<file path="config.mk">
export PLATFORM = sky130hd
export DESIGN_NAME = gac_reg_file
export DESIGN_NICKNAME = d
export VERILOG_FILES = /design/src/rtl/gac_rf_pkg.sv /design/src/rtl/gac_rf_read_port.sv /design/src/rtl/gac_reg_file.sv
export SDC_FILE = /design/constraint.sdc
export NUM_CORES = 2
export LEC_CHECK = 0
export ABC_AREA = 0
export BUFFER_PORTS_ARGS = -buffer_cell sky130_fd_sc_hd__buf_4
export CORE_MARGIN = 2
export CORE_UTILIZATION = 57
export DETAILED_ROUTE_END_ITERATION = 10
export PLACE_DENSITY = 0.73
export SKIP_LAST_GASP = 1
export SYNTH_ARGS = -nofsm -noshare
export SYNTH_HDL_FRONTEND = slang
export SYNTH_SLANG_ARGS = --single-unit
</file>
<file path="constraint.sdc">
create_clock -name clk -period 1.5 [get_ports clk]
set_input_delay 0 -clock clk [delete_from_list [all_inputs] [get_ports clk]]
set_output_delay 0 -clock clk [all_outputs]
set_load 0.005 [all_outputs]
</file>
<file path="src/rtl/gac_rf_pkg.sv">
// Shared widths, the hardwired-zero index and the storage array type for the
// MIPS general-purpose register file.
package gac_rf_pkg;

  localparam int DATA_W   = 32;
  localparam int ADDR_W   = 5;
  localparam int NUM_REGS = 2 ** ADDR_W;

  localparam logic [ADDR_W-1:0] REG_ZERO = '0;

  typedef logic [NUM_REGS-1:0][DATA_W-1:0] reg_array_t;

endpackage

</file>
<file path="src/rtl/gac_rf_read_port.sv">
// One read port: 32-to-1 word select built as four 8-to-1 muxes feeding a
// 2-to-1 tree, followed by the WB bypass and r0 zero-forcing.
module gac_rf_read_port
  import gac_rf_pkg::*;
#(
  parameter int DATA_W = gac_rf_pkg::DATA_W,
  parameter int ADDR_W = gac_rf_pkg::ADDR_W
) (
  input  logic [(2**ADDR_W)-1:0][DATA_W-1:0] regs,
  input  logic [ADDR_W-1:0]                  raddr,
  input  logic                               we,
  input  logic [ADDR_W-1:0]                  waddr,
  input  logic [DATA_W-1:0]                  wdata,
  output logic [DATA_W-1:0]                  rdata
);

  // The mux tree is laid out for 32 entries: raddr[2:0] picks within a group
  // of eight, raddr[3] and raddr[4] pick among the four groups.
  logic [DATA_W-1:0] grp [4];
  logic [DATA_W-1:0] mid_lo;
  logic [DATA_W-1:0] mid_hi;
  logic [DATA_W-1:0] sel_word;

  for (genvar g = 0; g < 4; g++) begin : g_grp
    assign grp[g] = regs[{2'(g), raddr[2:0]}];
  end

  assign mid_lo   = raddr[3] ? grp[1] : grp[0];
  assign mid_hi   = raddr[3] ? grp[3] : grp[2];
  assign sel_word = raddr[4] ? mid_hi : mid_lo;

  always_comb begin
    rdata = sel_word;
    if (raddr == REG_ZERO) begin
      rdata = '0;
    end else if (we && (waddr == raddr)) begin
      rdata = wdata;
    end
  end

endmodule

</file>
<file path="src/rtl/gac_reg_file.sv">
// 32 x 32 MIPS register file: one WB write port, two bypassed read ports,
// optional registered read stage with stall hold, sticky r0-write flag.
module gac_reg_file
  import gac_rf_pkg::*;
#(
  parameter int DATA_W   = gac_rf_pkg::DATA_W,
  parameter int ADDR_W   = gac_rf_pkg::ADDR_W,
  parameter int READ_REG = 0
) (
  input  logic              clk,
  input  logic              rst_n,
  input  logic              we,
  input  logic [ADDR_W-1:0] waddr,
  input  logic [DATA_W-1:0] wdata,
  input  logic [ADDR_W-1:0] raddr_a,
  input  logic [ADDR_W-1:0] raddr_b,
  input  logic              rd_en,
  output logic [DATA_W-1:0] rdata_a,
  output logic [DATA_W-1:0] rdata_b,
  output logic              wr_zero_err
);

  localparam int NUM = 2 ** ADDR_W;

  // Entry 0 has no storage; it is tied to zero in the packed view.
  logic [DATA_W-1:0]           mem [1:NUM-1];
  logic [NUM-1:0][DATA_W-1:0]  regs_view;
  logic [DATA_W-1:0]           comb_a;
  logic [DATA_W-1:0]           comb_b;

  always_ff @(posedge clk or negedge rst_n) begin
    if (!rst_n) begin
      for (int i = 1; i < NUM; i++) mem[i] <= '0;
    end else begin
      for (int i = 1; i < NUM; i++) begin
        if (we && (waddr == ADDR_W'(i))) mem[i] <= wdata;
      end
    end
  end

  always_comb begin
    regs_view[0] = '0;
    for (int i = 1; i < NUM; i++) regs_view[i] = mem[i];
  end

  always_ff @(posedge clk or negedge rst_n) begin
    if (!rst_n) begin
      wr_zero_err <= 1'b0;
    end else if (we && (waddr == REG_ZERO)) begin
      wr_zero_err <= 1'b1;
    end
  end

  gac_rf_read_port #(.DATA_W(DATA_W), .ADDR_W(ADDR_W)) u_port_a (
    .regs  (regs_view),
    .raddr (raddr_a),
    .we    (we),
    .waddr (waddr),
    .wdata (wdata),
    .rdata (comb_a)
  );

  gac_rf_read_port #(.DATA_W(DATA_W), .ADDR_W(ADDR_W)) u_port_b (
    .regs  (regs_view),
    .raddr (raddr_b),
    .we    (we),
    .waddr (waddr),
    .wdata (wdata),
    .rdata (comb_b)
  );

  if (READ_REG != 0) begin : g_read_reg
    // rd_en low is an ID stall: the captured operands are held.
    always_ff @(posedge clk or negedge rst_n) begin
      if (!rst_n) begin
        rdata_a <= '0;
        rdata_b <= '0;
      end else if (rd_en) begin
        rdata_a <= comb_a;
        rdata_b <= comb_b;
      end
    end
  end else begin : g_read_comb
    // Reset must also mask the bypass path, which could otherwise show wdata.
    logic unused_rd_en;
    assign unused_rd_en = rd_en;
    assign rdata_a = rst_n ? comb_a : '0;
    assign rdata_b = rst_n ? comb_b : '0;
  end

endmodule

</file>
==> load_flow_metrics.sql <==
INSERT INTO impl_metrics (metric_group, metric, value, unit) VALUES
('run_status', 'run_status', 'finished with violations', ''),
('run_status', 'failing_checks', 'negative setup slack', ''),
('worst_setup_path', 'worstSetupStartpointType', 'flop', ''),
('yosys', 'post_synth_xor_area_fraction', '0.164', '%'),
('place', 'io_buffers', '114', ''),
('yosys', 'synth.largest_area_cell', 'dfrtp_1', ''),
('worst_setup_path', 'r2r_start', 'mem[963]', ''),
('yosys', 'fraction_of_the_mapped_netlist_area_in_compound_gates', '5.13', '%'),
('sta', 'fin_tns_setup', '-57.77', 'ns'),
('drt', 'postRouteAntennaNets', '0', ''),
('yosys', 'ys_top_cells_by_count', 'mux2_2, dfrtp_1, mux4_2', ''),
('hold_path', 'hold_path.class', 'in -> reg', ''),
('drt', 'wl_per_cell', '33.9', 'um'),
('cells_and_area', 'num-nets-final', '4277', ''),
('grt', 'grt_max_degree', '129', ''),
('die', 'horizontal_die_dimension', '310', 'um'),
('sta', 'tightestPinTransition', '1.09', 'ns'),
('yosys', 'synthesis.area_per_instance', '14.7', 'sq um'),
('worst_setup_path', 'reg2reg_slack', '0.14', 'ns'),
('die', 'floorplan.die.height', '310', 'um'),
('sta', 'layout_worst_path_cycle_share', '175', '%'),
('hold_path', 'hp-start', 'waddr[1]', ''),
('cells_and_area', 'regArea', '24800', 'sq um'),
('yosys', 'synth-adder-area-share', '0', '%'),
('sta', 'setup_viol', '64', ''),
('yosys', 'yosysSeqAreaShare', '46.4', '%'),
('worst_setup_path', 'critical-path-max-stage-delay', '0.47', 'ns'),
('clock_tree', 'clockRootBuffer', 'clkbuf_16', ''),
('hold_path', 'worst_hold_path.endpoint', 'wr_zero_err', ''),
('clock_tree', 'cts.reportedPaths.clkPinSlew', '0.06', 'ns'),
('clock_tree', 'cts_tree', 'done', ''),
('die', 'floorplan.core_area', '93200', 'sq um'),
('drt', 'detailroute.via_count', '39500', ''),
('worst_setup_path', 'worst_setup_path_end_kind', 'output pin', ''),
('grt', 'groute.usage.overall', '39.8', '%'),
('grt', 'vias_in_the_first_global_route', '42000', ''),
('yosys', 'postSynthRegisterBits', '993', ''),
('sta', 'finalHoldViolations', '0', ''),
('yosys', 'synth_edf_count', '0', ''),
('die', 'die_area', '96300', 'sq um'),
('drt', 'detail_route.first_pass.iterations', '5', ''),
('worst_setup_path', 'critPathRequiredTime', '1.50', 'ns'),
('yosys', 'synth_mux_area_share', '41.6', '%'),
('die', 'ios', '116', ''),
('cells_and_area', 'layout-drive-gt1-share', '64.7', '%'),
('sta', 'grt_setup_unrepaired', 'true', ''),
('sta', 'finalCriticalPeriod', '2.63', 'ns'),
('grt', 'gr-total-overflow', '0', ''),
('cells_and_area', 'footprint_of_the_multi_input_gates', '28300', 'sq um'),
('worst_setup_path', 'path_class', 'reg -> out', ''),
('yosys', 'post_synth_and_or_nand_nor_area_fraction', '2.89', '%'),
('worst_setup_path', 'r2r_cells', '2', ''),
('worst_setup_path', 'critPathBufInv', '2', ''),
('die', 'std_cell_rows', '112', ''),
('yosys', 'syn-cell-area', '53500', 'sq um'),
('sta', 'final.hold.worst_slack', '0.0374', 'ns'),
('flow_run', 'max_cap_violations', '0', ''),
('drt', 'drt-vias-per-instance', '7.09', ''),
('yosys', 'post-synth-top-count-cell', 'mux2_2', ''),
('power', 'power_density', '1270', 'nW/um^2'),
('worst_setup_path', 'cpLargestDelayFamily', 'compound AO/OA/AOI/OAI gates', ''),
('die', 'start_util', '57.4', '%'),
('drt', 'first_iter_violations', '4360', ''),
('place', 'gpl.final_weighted_congestion', '0.933', ''),
('sta', 'worst_clock_skew', '0', 'ns'),
('yosys', 'cell_types_occupying_the_most_area_after_synthesis', 'dfrtp_1, mux2_2, mux4_2, buf_2, a221oi_1', ''),
('place', 'dpl_worst_slack', '-1.00', 'ns'),
('grt', 'antenna_found_initial', '5', ''),
('place', 'hpwlAfterDp', '125000', 'um'),
('yosys', 'yosys.area.top_type_share', '46.4', '%'),
('sta', 'worst_slack', '-1.13', 'ns');
cell families after synthesis:
logic type	after synthesis
multiplexers	1555
flip-flops	993
buffers and inverters	408
AO/OA/AOI/OAI	359
AND/OR/NAND/NOR	309
XOR/XNOR	10
sequential cells by signal (all words and copies together) (netlist names):
name         count
mem            992
wr_zero_err      1
worst max-delay path by stage:
stage	slack, ns	endpoint	depth (start not counted)	start
3_5_place_dp	-1.00	rdata_a[3]	10	raddr_a[2]
2_1_floorplan	-0.02	rdata_a[10]	7	raddr_a[0]
3_3_place_gp	-0.90	rdata_a[26]	9	raddr_a[0]
6_report	-1.13	rdata_b[4]	7	mem[36]
4_1_cts	-1.10	rdata_a[26]	7	mem[26]
5_1_grt	-1.17	rdata_b[4]	7	mem[4]
worst reg2reg max path: stages, from the launching register on:
cell           delay [ns]
dfrtp_1              0.42
mux2_2               0.28
dlygate4sd3_1        0.55
cells in the final DEF (no fill, tap or decap), types with 44 or more instances in the layout:
cell type and instances:
buf_12 141, dfrtp_1 993, a22oi_2 44, a221oi_1 49
clkbuf_16 108, mux4_2 428, mux2_2 1030, mux2i_1 65
nor2_1 64, buf_4 675
routing by layer:
layer,up-vias,global-route usage (%),share of wire [%]
li1,15400,-,-
met1,20700,51.0,36
met2,2612,60.2,46
met3,843,10.6,11
met4,4,26.2,7.6
met5,-,0,0.013
power breakdown:
group	total (mW)	switching (mW)	internal (mW)	leakage, nW
Sequential	36.0	3.91	32.1	12.7
Clock	28.7	11.6	17.1	1.88
Combinational	21.0	8.43	12.6	14.9
per-stage QoR:
step	area [sq um]	utilization [%]	cells
floorplan	53600	-	3634
global placement	61300	65.8	5313
detailed placement	61300	65.8	5313
CTS	66600	71.5	5564
global route	67200	72.1	5575
finish	67200	72.1	5577
timing repair:
action / CTS / global route
gates resized for setup: 200 / 103
hold buffers: 37 / 0
endpoints found under the hold margin: 1662 / 0
setup endpoints to repair: 64 / 525
setup buffers: 27 / 14
pin swaps: 157 / 81
layout make-up:
type / count / area share (%)
clock inverter: 52 / 1.03
sequential: 993 / 37.0
tap: 1254 / 2.33
antenna: 3 / 0.0112
multi-input combinational: 2233 / 42.1
inverter: 1 / 0.00558
timing repair buffer: 890 / 12.9
clock buffer: 151 / 4.66
Note: power is estimated with default switching activity, not from simulation.
